$ cat config.mk
export PLATFORM = sky130hd
export DESIGN_NAME = mmss_counter_periph
export DESIGN_NICKNAME = d
export VERILOG_FILES = /design/src/rtl/mmss_pkg.sv /design/src/rtl/mmss_dir_filter.sv /design/src/rtl/mmss_counter_periph.sv
export SDC_FILE = /design/constraint.sdc
export NUM_CORES = 1
export LEC_CHECK = 0
export BUFFER_PORTS_ARGS = -buffer_cell sky130_fd_sc_hd__buf_2
export CAP_MARGIN = 20
export CORE_ASPECT_RATIO = 1.1
export CORE_MARGIN = 2
export CORE_UTILIZATION = 47
export DETAILED_ROUTE_END_ITERATION = 7
export PLACE_DENSITY = 0.87
export SYNTH_ARGS = -nofsm -noshare
export SYNTH_HDL_FRONTEND = slang
export SYNTH_SLANG_ARGS = --single-unit
$ cat constraint.sdc
create_clock -name clk -period 2.85 [get_ports clk]
set_input_delay 0.1425 -clock clk [delete_from_list [all_inputs] [get_ports clk]]
set_output_delay 0.1425 -clock clk [all_outputs]
set_load 0.02 [all_outputs]
$ cat src/rtl/mmss_pkg.sv
// mmss_pkg: shared definitions for the MM:SS counter peripheral.
// Register word offsets (iomem_addr[3:2]), CTRL/STATUS bit positions,
// BCD digit limits, the CTRL register layout and a BCD legality check.
package mmss_pkg;

    localparam int unsigned REG_IDX_W = 2;
    localparam int unsigned BCD_W     = 4;

    localparam logic [REG_IDX_W-1:0] MMSS_CTRL   = 2'd0;
    localparam logic [REG_IDX_W-1:0] MMSS_VALUE  = 2'd1;
    localparam logic [REG_IDX_W-1:0] MMSS_STATUS = 2'd2;

    localparam int unsigned CTRL_RUN_BIT     = 0;
    localparam int unsigned CTRL_DIR_OVR_BIT = 1;
    localparam int unsigned CTRL_DIR_REG_BIT = 2;

    localparam int unsigned STAT_DIR_BIT  = 0;
    localparam int unsigned STAT_WRAP_BIT = 1;
    localparam int unsigned STAT_ERR_BIT  = 2;

    localparam logic [BCD_W-1:0] BCD_MAX_UNITS = 4'd9;
    localparam logic [BCD_W-1:0] BCD_MAX_TENS  = 4'd5;

    // CTRL register contents, bit 0 = run
    typedef struct packed {
        logic dir_reg;
        logic dir_ovr;
        logic run;
    } ctrl_t;

    // True when {M1,M0,S1,S0} is a valid MM:SS value
    function automatic logic bcd_legal(input logic [15:0] v);
        return (v[3:0]   <= BCD_MAX_UNITS) &&
               (v[7:4]   <= BCD_MAX_TENS)  &&
               (v[11:8]  <= BCD_MAX_UNITS) &&
               (v[15:12] <= BCD_MAX_TENS);
    endfunction

endpackage

$ cat src/rtl/mmss_dir_filter.sv
// mmss_dir_filter: conditions the asynchronous UP_DOWN pin.
// Two-flop synchronizer, optionally followed by a stability filter that only
// accepts a new level after DEBOUNCE_CYCLES consecutive cycles.
// Build option: MMSS_DEBOUNCE_EN enables the stability filter; otherwise the
// output is the synchronizer output (2-cycle latency).
// Ports:
//   clk          - system clock
//   reset        - asynchronous active-high reset (output resets to 1 = up)
//   pin          - raw direction pin
//   dir_filtered - conditioned direction, 1 = count up
module mmss_dir_filter
    import mmss_pkg::*;
#(
    parameter int unsigned DEBOUNCE_CYCLES = 16000
) (
    input  logic clk,
    input  logic reset,
    input  logic pin,
    output logic dir_filtered
);

    logic sync_meta;
    logic sync_out;

    // Metastability synchronizer
    always_ff @(posedge clk or posedge reset) begin
        if (reset) begin
            sync_meta <= 1'b1;
            sync_out  <= 1'b1;
        end else begin
            sync_meta <= pin;
            sync_out  <= sync_meta;
        end
    end

`ifdef MMSS_DEBOUNCE_EN
    localparam int unsigned CNT_W = (DEBOUNCE_CYCLES > 1) ? $clog2(DEBOUNCE_CYCLES) : 1;
    localparam logic [CNT_W-1:0] CNT_LAST = CNT_W'(DEBOUNCE_CYCLES - 1);

    logic [CNT_W-1:0] stable_cnt;

    // Counts cycles the synchronized pin disagrees with the output; any
    // agreement restarts the count, so glitches shorter than the window vanish.
    always_ff @(posedge clk or posedge reset) begin
        if (reset) begin
            dir_filtered <= 1'b1;
            stable_cnt   <= '0;
        end else if (sync_out == dir_filtered) begin
            stable_cnt <= '0;
        end else if (stable_cnt == CNT_LAST) begin
            dir_filtered <= sync_out;
            stable_cnt   <= '0;
        end else begin
            stable_cnt <= stable_cnt + CNT_W'(1);
        end
    end
`else
    localparam int unsigned unused_debounce = DEBOUNCE_CYCLES;

    assign dir_filtered = sync_out;
`endif

endmodule

$ cat src/rtl/mmss_counter_periph.sv
// mmss_counter_periph: memory-mapped BCD MM:SS counter for the picosoc iomem bus.
// Registers (iomem_addr[3:2]): 0x0 CTRL {dir_reg,dir_ovr,run}, 0x4 VALUE,
// 0x8 STATUS {err,wrap,dir_eff}, 0xC reserved (reads 0).
// Build option: MMSS_DEBOUNCE_EN adds the direction-pin stability filter.
// Ports:
//   clk, reset                 - clock, asynchronous active-high reset
//   iomem_valid/ready          - request / one-cycle acknowledge
//   iomem_wstrb                - byte strobes, 0 = read (any strobe = full write)
//   iomem_addr/wdata/rdata     - address, write data, read data
//   up_down                    - asynchronous direction pin, 1 = up
//   disp_value                 - BCD {M1,M0,S1,S0} for the display mux
//   colon                      - 1 Hz 50% blink while running
module mmss_counter_periph
    import mmss_pkg::*;
#(
    parameter int unsigned CLK_HZ          = 16000000,
    parameter int unsigned DEBOUNCE_CYCLES = 16000,
    parameter logic [7:0]  ADDR_PAGE       = 8'h05
) (
    input  logic        clk,
    input  logic        reset,
    input  logic        iomem_valid,
    output logic        iomem_ready,
    input  logic [3:0]  iomem_wstrb,
    input  logic [31:0] iomem_addr,
    input  logic [31:0] iomem_wdata,
    output logic [31:0] iomem_rdata,
    input  logic        up_down,
    output logic [15:0] disp_value,
    output logic        colon
);

    localparam int unsigned PRE_W = (CLK_HZ > 1) ? $clog2(CLK_HZ) : 1;
    localparam logic [PRE_W-1:0] PRE_RELOAD = PRE_W'(CLK_HZ - 1);
    localparam logic [PRE_W-1:0] PRE_HALF   = PRE_W'(CLK_HZ / 2);

    ctrl_t                ctrl;
    logic [PRE_W-1:0]     prescaler;
    logic                 wrap;
    logic                 err;
    logic                 dir_filtered;

    logic                 accept_c;
    logic                 wr_c;
    logic [REG_IDX_W-1:0] reg_idx_c;
    logic                 wr_ctrl_c;
    logic                 wr_value_c;
    logic                 wr_status_c;
    logic                 value_ok_c;
    logic                 tick_c;
    logic                 run_rise_c;
    logic                 dir_eff_c;
    ctrl_t                ctrl_wdata_c;
    logic [31:0]          rdata_c;
    logic [15:0]          step_c;
    logic                 wrap_c;
    logic [BCD_W-1:0]     dig_c;
    logic [BCD_W-1:0]     lim_c;
    logic                 unused_bus_bits;

    assign unused_bus_bits = ^{iomem_addr[23:4], iomem_addr[1:0], iomem_wdata[31:16]};

    mmss_dir_filter #(
        .DEBOUNCE_CYCLES (DEBOUNCE_CYCLES)
    ) u_dir_filter (
        .clk          (clk),
        .reset        (reset),
        .pin          (up_down),
        .dir_filtered (dir_filtered)
    );

    // Bus decode; the !iomem_ready term spaces accesses two cycles apart
    assign accept_c    = iomem_valid && !iomem_ready && (iomem_addr[31:24] == ADDR_PAGE);
    assign wr_c        = accept_c && (iomem_wstrb != 4'b0000);
    assign reg_idx_c   = iomem_addr[3:2];
    assign wr_ctrl_c   = wr_c && (reg_idx_c == MMSS_CTRL);
    assign wr_value_c  = wr_c && (reg_idx_c == MMSS_VALUE);
    assign wr_status_c = wr_c && (reg_idx_c == MMSS_STATUS);
    assign value_ok_c  = bcd_legal(iomem_wdata[15:0]);

    assign ctrl_wdata_c.run     = iomem_wdata[CTRL_RUN_BIT];
    assign ctrl_wdata_c.dir_ovr = iomem_wdata[CTRL_DIR_OVR_BIT];
    assign ctrl_wdata_c.dir_reg = iomem_wdata[CTRL_DIR_REG_BIT];

    assign tick_c     = ctrl.run && (prescaler == '0);
    assign run_rise_c = wr_ctrl_c && ctrl_wdata_c.run && !ctrl.run;
    assign dir_eff_c  = ctrl.dir_ovr ? ctrl.dir_reg : dir_filtered;

    // Read mux
    always_comb begin
        rdata_c = '0;
        case (reg_idx_c)
            MMSS_CTRL:   rdata_c[2:0]  = ctrl;
            MMSS_VALUE:  rdata_c[15:0] = disp_value;
            MMSS_STATUS: begin
                rdata_c[STAT_DIR_BIT]  = dir_eff_c;
                rdata_c[STAT_WRAP_BIT] = wrap;
                rdata_c[STAT_ERR_BIT]  = err;
            end
            default:     rdata_c = '0;
        endcase
    end

    // Next BCD value: ripple carry/borrow from S0 up to M1; a carry out of M1
    // is the 59:59 <-> 00:00 wrap
    always_comb begin
        step_c = disp_value;
        wrap_c = 1'b1;
        dig_c  = '0;
        lim_c  = '0;
        for (int i = 0; i < 4; i++) begin
            dig_c = disp_value[i*4 +: 4];
            lim_c = (i % 2 == 0) ? BCD_MAX_UNITS : BCD_MAX_TENS;
            if (wrap_c) begin
                if (dir_eff_c) begin
                    if (dig_c == lim_c) begin
                        dig_c = '0;
                    end else begin
                        dig_c  = dig_c + 4'd1;
                        wrap_c = 1'b0;
                    end
                end else begin
                    if (dig_c == '0) begin
                        dig_c = lim_c;
                    end else begin
                        dig_c  = dig_c - 4'd1;
                        wrap_c = 1'b0;
                    end
                end
            end
            step_c[i*4 +: 4] = dig_c;
        end
    end

    // Bus response, registers, prescaler and counter
    always_ff @(posedge clk or posedge reset) begin
        if (reset) begin
            iomem_ready <= 1'b0;
            iomem_rdata <= '0;
            ctrl        <= '0;
            prescaler   <= PRE_RELOAD;
            disp_value  <= '0;
            colon       <= 1'b0;
            wrap        <= 1'b0;
            err         <= 1'b0;
        end else begin
            iomem_ready <= accept_c;
            if (accept_c) begin
                iomem_rdata <= rdata_c;
            end

            if (wr_ctrl_c) begin
                ctrl <= ctrl_wdata_c;
            end

            // Reload on start so the first tick is a full second away
            if (run_rise_c) begin
                prescaler <= PRE_RELOAD;
            end else if (ctrl.run) begin
                prescaler <= (prescaler == '0) ? PRE_RELOAD : prescaler - PRE_W'(1);
            end

            if (ctrl.run && ((prescaler == PRE_HALF) || (prescaler == '0))) begin
                colon <= ~colon;
            end

            // A VALUE write in the tick cycle swallows the tick
            if (wr_value_c) begin
                if (value_ok_c) begin
                    disp_value <= iomem_wdata[15:0];
                end
            end else if (tick_c) begin
                disp_value <= step_c;
            end

            if (wr_value_c && !value_ok_c) begin
                err <= 1'b1;
            end else if (wr_status_c && iomem_wdata[STAT_ERR_BIT]) begin
                err <= 1'b0;
            end

            // Set beats write-1-to-clear
            if (tick_c && !wr_value_c && wrap_c) begin
                wrap <= 1'b1;
            end else if (wr_status_c && iomem_wdata[STAT_WRAP_BIT]) begin
                wrap <= 1'b0;
            end
        end
    end

endmodule

==> out/qor.yml, run 1 <==
global_routing:
  overflow: 0
  grt_use_total_pct: 22.0
  grt_max_degree: 45
  antenna_found_initial: 0
  grt_pass1_wl_um: 16900
  grt_pass1_vias: 3677
place:
  globalplace.congestion: 0.876
  placed_cell_area_um2: 4490
  portBuffers: 67
  dp_hpwl_um: 7390
setup_path:
  critPathCaptureType: "register"
  worstPathArrival_ns: 2.95
  cpPeakStageDelay_ns: 0.59
  rr_startpoint: "prescaler[19]"
  critPathRequiredTime_ns: 3.09
  path_buf_inv: 1
  crit_path_top_delay_cell: "or4_4"
  crit_path_start_kind: "register"
  r2r_slack_ns: 0.14
  cp_cell_sequence: "or4_4 -> or4_4 -> nor4b_4 -> buf_4 -> a41o_2 -> mux2_2"
  cp_max_fo: 9
  critical_path.top_delay_family: "simple AND/OR/NAND/NOR gates"
  reg2regPathDepth: 6
  reg2reg_to: "disp_value[13]"
  crit_top_cell: "or4_4"
  criticalPathCategory: "register to register"
detailed_routing:
  wl_per_cell_um: 15.2
  firstDrtPassIters: 6
  drt_iter0_markers: 329
  vias: 3996
  vias_per_cell: 5.92
  final_antenna_net_count: 0
  finalWirelength_um: 10300
  drcViolationCount: 0
die:
  rows: 35
  die_area_um2: 9540
  core_region_area_um2: 8450
  ios: 122
  fp.dieH_um: 102
  die_w_um: 93.3
  start_util_pct: 48.8
timing:
  fmax_mhz: 369
  setup_tns_ns: 0
  worst_slew_pin_slew_ns: 0.895
  drv_slew: 0
  fin_crit_sh_pct: 95.1
  rsz0062_at_grt: "false"
  slew_headroom_pct: 40.3
  hold_slack_ns: -0.0207
  final.min_clock_period_ns: 2.71
  hold_viol_final: 17
  skew_ns: 0.0154
  setup_violations: 0
finish:
  drive_above_1_share_pct: 23.9
  fin_nets: 633
  layout_commonest_cell: "buf_2"
  fillers: 759
  layout_common_cells: "67 x buf_2, 58 x nand2_1, 56 x o21ai_0"
  synthToLayoutAreaGrowth_pct: 13.6
  final_area_um2: 4690
  n_antenna_cell: 0
cts:
  cts_buffers: 9
  post_cts_buffers: 0
  htreeDepth: 3
  cts_max_path_buffers: 2
  cts_tree: "built"
  clkSinkCount: 65
  cts_root_buf: "clkbuf_8"
  worstSkewPairLatency_ns: 0.35
  path_clk_slew_ns: 0.08
logic_synthesis:
  synthTopCellsByArea: "dfrtp_1 29%, dfstp_2 11%, o21ai_0 6.8%, a21oi_1 5.3%, nand2_1 5.3%"
  synthDominantCellAreaShare_pct: 28.5
  synth_warnings: 0
  ys_seq_area_share_pct: 40.0
  synth-seq-cells: 65
  syn_area_um2: 4130
  synth_cells: 503
  synth_edf_count: 0
  syn_avg_cell_area_um2: 8.20
  async_reset_ff_share_pct: 100
  synth_area_leader_cell: "dfrtp_1"
  synth_flop_cell: "dfrtp_1"
  synth.distinct_cells: 53
power_and_ir_drop:
  ir_worst_vdd_mv: 0.357
  total_power_mw: 2.17
  p_leak_nw: 2.04
  power.density_nw_per_um2: 463
run:
  drv_cap: 0
worst_hold_path:
  hold_class: "primary input to async pin"
status:
  status: "complete, but fails checks"
  violations: "negative hold slack"
-- flip-flops by register name, summed over array words and instances, names as in the netlist, 3 cells and up --
register	flops
prescaler	24
disp_value	16
iomem_rdata	16
ctrl	3
-- Yosys cell counts (all sizes together), types with 12 or more instances --
master,number
dfrtp,47
nor3,14
inv,13
buf,20
o21ai,57
nand3,21
nand2,58
dfstp,18
nor2,39
or3,12
clkbuf,31
a21oi,44
-- power by group --
part           internal, mW  switching [mW]  leakage, nW
Clock                 0.320           0.388       0.0858
Combinational         0.126           0.185         1.14
Sequential             1.04           0.105        0.817
-- worst max-delay path by stage --
stage / startpoint / end / slack [ns] / cells after the start
5_1_grt: prescaler[19] / disp_value[13] / 0.05 / 6
6_report: prescaler[19] / disp_value[13] / 0.14 / 6
2_1_floorplan: prescaler[18] / disp_value[13] / 0.18 / 6
4_1_cts: prescaler[19] / disp_value[13] / 0.16 / 6
3_5_place_dp: prescaler[19] / disp_value[13] / 0.16 / 6
3_3_place_gp: prescaler[19] / disp_value[13] / 0.20 / 6
-- stage by stage --
step                      setup WS [ns]  hold WS, ns  instances  utilization (%)
after floorplan                   0.180        0.147        518                -
after global placement            0.197        0.251        658             53.1
after detailed placement          0.165        0.251        658             53.1
after CTS                         0.162       0.0142        675             55.4
after global routing             0.0523       0.0648        675             55.4
final                             0.139      -0.0207        675             55.4
-- layer usage --
metal	up-vias	GRT usage [%]	routed length, µm
li1	1895	-	-
met1	1871	25.3	3980
met2	198	39.8	5250
met3	32	5.24	784
met4	0	8.26	238
met5	-	0	0
-- repair_timing --
item                                   4_1_cts  5_1_grt
endpoints found under the hold margin        1        0
setup endpoints to repair                    0        1
resized for setup                            0        1
hold buffers                                 1        0
-- cell type report --
type | count | area, µm² | area share (%)
clock inverters | 7 | 55.1 | 1.17
repair buffers | 81 | 443 | 9.45
well taps | 111 | 139 | 2.96
clock buffers | 9 | 124 | 2.64
inverters | 13 | 48.8 | 1.04
flip-flops and latches | 65 | 1650 | 35.2
multi-input cells | 389 | 2230 | 47.5
-- cells by family (layout without fill, tap and decap cells) --
kind of cell,count (synthesis),in the layout,synth area share [%]
multiplexers,18,18,4.67
XOR/XNOR,5,5,1.06
buffers and inverters,64,110,7.52
other,1,16,0.0909
AND/OR/NAND/NOR,196,196,24.1
AO/OA/AOI/OAI,152,152,22.0
flip-flops,65,65,40.0
adder cells (fa/ha/maj),2,2,0.607
No activity file was read; power rests on OpenSTA's default activity.
==> run 2, diff against run 1 <==
--- a/config.mk
+++ b/config.mk
@@ -11,7 +11,7 @@
 export CORE_MARGIN = 2
 export CORE_UTILIZATION = 47
 export DETAILED_ROUTE_END_ITERATION = 7
-export PLACE_DENSITY = 0.87
+export PLACE_DENSITY_LB_ADDON = 0.12
 export SYNTH_ARGS = -nofsm -noshare
 export SYNTH_HDL_FRONTEND = slang
 export SYNTH_SLANG_ARGS = --single-unit
==> out/qor.yml, run 2 (synthesized netlist as in run 1, its figures left out) <==
finish:
  drive_above_1_share_pct: 24.1
  largest_register_ffs: 24
  fillers: 782
  layout_common_cells: "67 x buf_2, 58 x nand2_1, 56 x o21ai_0"
  layout_commonest_cell: "buf_2"
  largest_registers: "prescaler x24, disp_value x16, iomem_rdata x16"
  n_antenna_cell: 0
  seqCellArea_um2: 1650
  post-route-util_pct: 56.8
  fin_nets: 637
  multi_input_area_um2: 2220
  largest-register: "prescaler"
  synthToLayoutAreaGrowth_pct: 16.3
detailed_routing:
  drcViolationCount: 0
  vias_per_cell: 5.63
  vias: 3824
  final_antenna_net_count: 0
  finalWirelength_um: 10500
  wl_per_cell_um: 15.5
  drt_iter0_markers: 259
  firstDrtPassIters: 4
global_routing:
  grt_pass1_wl_um: 17000
  grt_max_degree: 39
  grt_use_total_pct: 22.9
  antenna_found_initial: 0
  grt_pass1_vias: 3543
  overflow: 0
timing:
  final.min_clock_period_ns: 2.65
  slew_headroom_pct: 54.9
  skew_ns: 0.00632
  drv_slew: 0
  fin_crit_sh_pct: 92.8
  worst_slew_pin_slew_ns: 0.676
  setup_violations: 0
  fmax_mhz: 378
  setup_tns_ns: 0
  hold_viol_final: 0
  rsz0062_at_grt: "false"
die:
  fp.dieH_um: 102
  start_util_pct: 48.8
  core_region_area_um2: 8450
  die_w_um: 93.3
  rows: 35
  die_area_um2: 9540
  ios: 122
cts:
  htreeDepth: 3
  cts_max_path_buffers: 2
  cts_root_buf: "clkbuf_8"
  path_clk_slew_ns: 0.08
  cts_buffers: 9
  cts_tree: "built"
  cts_resized: 0
  worstSkewPairLatency_ns: 0.36
  clkSinkCount: 65
power_and_ir_drop:
  ir_worst_vdd_mv: 0.311
  power.density_nw_per_um2: 513
  p_leak_nw: 2.10
place:
  globalplace.congestion: 0.841
  dp_hpwl_um: 7630
  portBuffers: 67
worst_hold_path:
  hold_class: "primary input to register"
setup_path:
  critPathCaptureType: "register"
  worstPathArrival_ns: 2.89
  crit_path_start_kind: "register"
  critPathRequiredTime_ns: 3.09
  cp_max_fo: 9
  criticalPathCategory: "register to register"
run:
  drv_cap: 0
status:
  status: "finished, final reports clean"
==> run 2: critical path, cell delays in order, from the launching register on <==
cell and delay (ns):
dfstp_2 0.41, or4_4 0.55, or4_4 0.49, nor4b_4 0.28
buf_4 0.20, a41o_2 0.26, mux2_2 0.34
==> run 2: area by class of cell <==
type,instances,share of cell area (%)
clock inverters,6,2.40
well taps,111,2.89
flip-flops and latches,65,34.4
clock buffers,10,2.87
multi-input cells,389,46.3
repair buffers,85,10.2
inverters,13,1.02
==> run 2: what timing repair did <==
action | CTS | global route
endpoints found under the hold margin | 11 | 0
hold buffers | 2 | 0
buffers inserted | 0 | 0
==> run 2: final timing paths <==
kind                                        start                         to  slack [ns]  cells after the start
max in group asynchronous                   reset              disp_value[4]        1.74                      5
max reg2reg                         prescaler[18]             disp_value[13]        0.20                      6
max                                 prescaler[18]             disp_value[13]        0.20                      6
min reg2reg                u_dir_filter.sync_meta  u_dir_filter.dir_filtered        0.36                      0
min in group asynchronous                   reset              prescaler[19]        0.39                      3
min                                iomem_wdata[8]              disp_value[8]        0.05                      3
==> run 2: power breakdown <==
| group | switching, mW | total, mW | internal [mW] |
|---|---|---|---|
| Combinational | 0.189 | 0.324 | 0.135 |
| Sequential | 0.0986 | 1.14 | 1.04 |
| Clock | 0.386 | 0.993 | 0.607 |
==> run 2: per-stage QoR <==
stage	std cells	hold slack, ns	power [mW]	instance area (µm²)	worst slack [ns]
6_report	679	0.0498	2.46	4800	0.204
5_1_grt	679	0.0700	2.58	4800	0.107
4_1_cts	679	0.0403	2.47	4800	0.223
3_5_place_dp	661	0.222	1.48	4530	0.239
3_3_place_gp	660	0.248	1.46	4510	0.241
2_1_floorplan	518	0.147	1.38	4180	0.180
==> run 2: routing by layer <==
| layer | track usage, % | part of all wire (%) |
|---|---|---|
| met1 | 26.7 | 42 |
| met2 | 41.4 | 53 |
| met3 | 4.57 | 4.1 |
| met4 | 8.82 | 1.2 |
| met5 | 0 | 0 |
==> run 3, diff against run 2 <==
--- a/config.mk
+++ b/config.mk
@@ -7,7 +7,7 @@
 export LEC_CHECK = 0
 export BUFFER_PORTS_ARGS = -buffer_cell sky130_fd_sc_hd__buf_2
 export CAP_MARGIN = 20
-export CORE_ASPECT_RATIO = 1.1
+export CORE_ASPECT_RATIO = 1.4
 export CORE_MARGIN = 2
 export CORE_UTILIZATION = 47
 export DETAILED_ROUTE_END_ITERATION = 7
==> constraint.sdc (replaced) <==
create_clock -name clk -period 2.85 [get_ports clk]
set_input_delay 0.1425 -clock clk [delete_from_list [all_inputs] [get_ports clk]]
set_output_delay 0.1425 -clock clk [all_outputs]
set_load 0.05 [all_outputs]
==> out/qor.yml, run 3 (synthesized netlist as in run 1, its figures left out) <==
status:
  status: "finished, final reports clean"
global_routing:
  grt_pass1_vias: 3643
  antenna_found_initial: 0
  grt_pass1_wl_um: 17400
  overflow: 0
  grt_use_total_pct: 22.7
  grt_max_degree: 39
cts:
  cts_tree: "built"
  htreeDepth: 3
  clkSinkCount: 65
  cts_buffers: 9
  post_cts_buffers: 0
  worstSkewPairLatency_ns: 0.34
  cts_root_buf: "clkbuf_16"
  cts_resized: 0
  path_clk_slew_ns: 0.06
  cts_max_path_buffers: 2
finish:
  synthToLayoutAreaGrowth_pct: 17.1
  layout_commonest_cell: "buf_2"
  fin_nets: 640
  largest-register: "prescaler"
  layoutNonFillerInstCount: 676
  fillers: 787
  largest_register_ffs: 24
  n_antenna_cell: 0
  post-route-util_pct: 56.4
  drive_above_1_share_pct: 24.3
  largest_registers: "prescaler x24, disp_value x16, iomem_rdata x16"
  layout_common_cells: "67 x buf_2, 58 x nand2_1, 56 x o21ai_0"
timing:
  fin_crit_sh_pct: 91.8
  hold_viol_final: 0
  worst_slew_pin_slew_ns: 0.737
  rsz0062_at_grt: "false"
  hold_slack_ns: 0.0762
  final.min_clock_period_ns: 2.62
  setup_slack_ns: 0.234
  skew_ns: 0.00704
  fmax_mhz: 382
  setup_tns_ns: 0
  drv_slew: 0
  slew_headroom_pct: 50.9
  setup_violations: 0
power_and_ir_drop:
  ir_worst_vdd_mv: 0.417
  power.density_nw_per_um2: 522
  p_leak_nw: 2.13
detailed_routing:
  final_antenna_net_count: 0
  vias_per_cell: 5.77
  firstDrtPassIters: 5
  finalWirelength_um: 10700
  drt_iter0_markers: 158
  vias: 3903
  wl_per_cell_um: 15.9
  drcViolationCount: 0
setup_path:
  cpPeakStageDelay_ns: 0.55
  worstPathArrival_ns: 2.83
  crit_top_cell: "or4_4"
  critical_path.top_delay_family: "simple AND/OR/NAND/NOR gates"
  crit_path_start_kind: "register"
  critPathRequiredTime_ns: 3.07
  cp_max_fo: 9
  path_buf_inv: 1
  crit_path_top_delay_cell: "or4_4"
  critPathCaptureType: "register"
  cp_cell_sequence: "or4_4 -> or4_4 -> nor4b_4 -> buf_4 -> a41o_2 -> mux2_2"
  criticalPathCategory: "register to register"
die:
  die_w_um: 83.2
  core_region_area_um2: 8560
  rows: 40
  fp.dieH_um: 115
  start_util_pct: 48.2
  die_area_um2: 9550
  ios: 122
place:
  pre_cts_ws_ns: 0.257
  dp_cells: 658
  dp_hpwl_um: 7910
  globalplace.congestion: 0.882
  portBuffers: 67
worst_hold_path:
  hold_class: "primary input to register"
run:
  drv_cap: 0
run 3: power breakdown:
| part | internal (mW) | leakage (nW) | switching, mW |
|---|---|---|---|
| clock | 0.598 | 0.134 | 0.423 |
| sequential | 1.05 | 0.817 | 0.0990 |
| combinational | 0.133 | 1.18 | 0.222 |
run 3: worst register-to-register path, cell delays in order (launching register included):
cell	delay [ns]
dfstp_2	0.41
or4_4	0.55
or4_4	0.49
nor4b_4	0.29
buf_4	0.20
a41o_2	0.23
mux2_2	0.34
run 3: repair_timing:
item                                   CTS  global route
setup endpoints to repair                0             0
hold buffers                             2             0
endpoints found under the hold margin   17             0
run 3: worst paths after layout:
| path | slack (ns) | depth (start not counted) | startpoint | end |
|---|---|---|---|---|
| worst max-delay path | 0.23 | 6 | prescaler[18] | disp_value[13] |
| worst min-delay path | 0.08 | 3 | iomem_wdata[8] | disp_value[8] |
| worst max register to register | 0.23 | 6 | prescaler[18] | disp_value[13] |
| worst min register to register | 0.36 | 0 | u_dir_filter.sync_meta | u_dir_filter.dir_filtered |
| max in group asynchronous | 1.62 | 4 | reset | prescaler[9] |
| min in group asynchronous | 0.46 | 3 | reset | prescaler[12] |
run 3: metrics by stage:
step | power [mW] | instance area, µm²
2_1_floorplan | 1.41 | 4180
6_report | 2.52 | 4830
3_5_place_dp | 1.51 | 4530
4_1_cts | 2.54 | 4830
5_1_grt | 2.64 | 4830
3_3_place_gp | 1.49 | 4530
run 3: layer usage:
layer,vias up,routed length (µm),global-route usage (%)
met5,-,0,0
met4,0,240,9.84
met3,17,312,4.09
met2,68,5950,44.0
met1,1906,4240,24.0
li1,1912,-,-
run 3: area by class of cell:
| class | count | area [µm²] | area share [%] |
|---|---|---|---|
| clock buffer | 10 | 229 | 4.74 |
| clock inverter | 6 | 51.3 | 1.06 |
| multi-input combinational | 389 | 2220 | 46.0 |
| inverter | 13 | 48.8 | 1.01 |
| sequential | 65 | 1650 | 34.1 |
| timing repair buffer | 88 | 498 | 10.3 |
| tap | 105 | 131 | 2.72 |
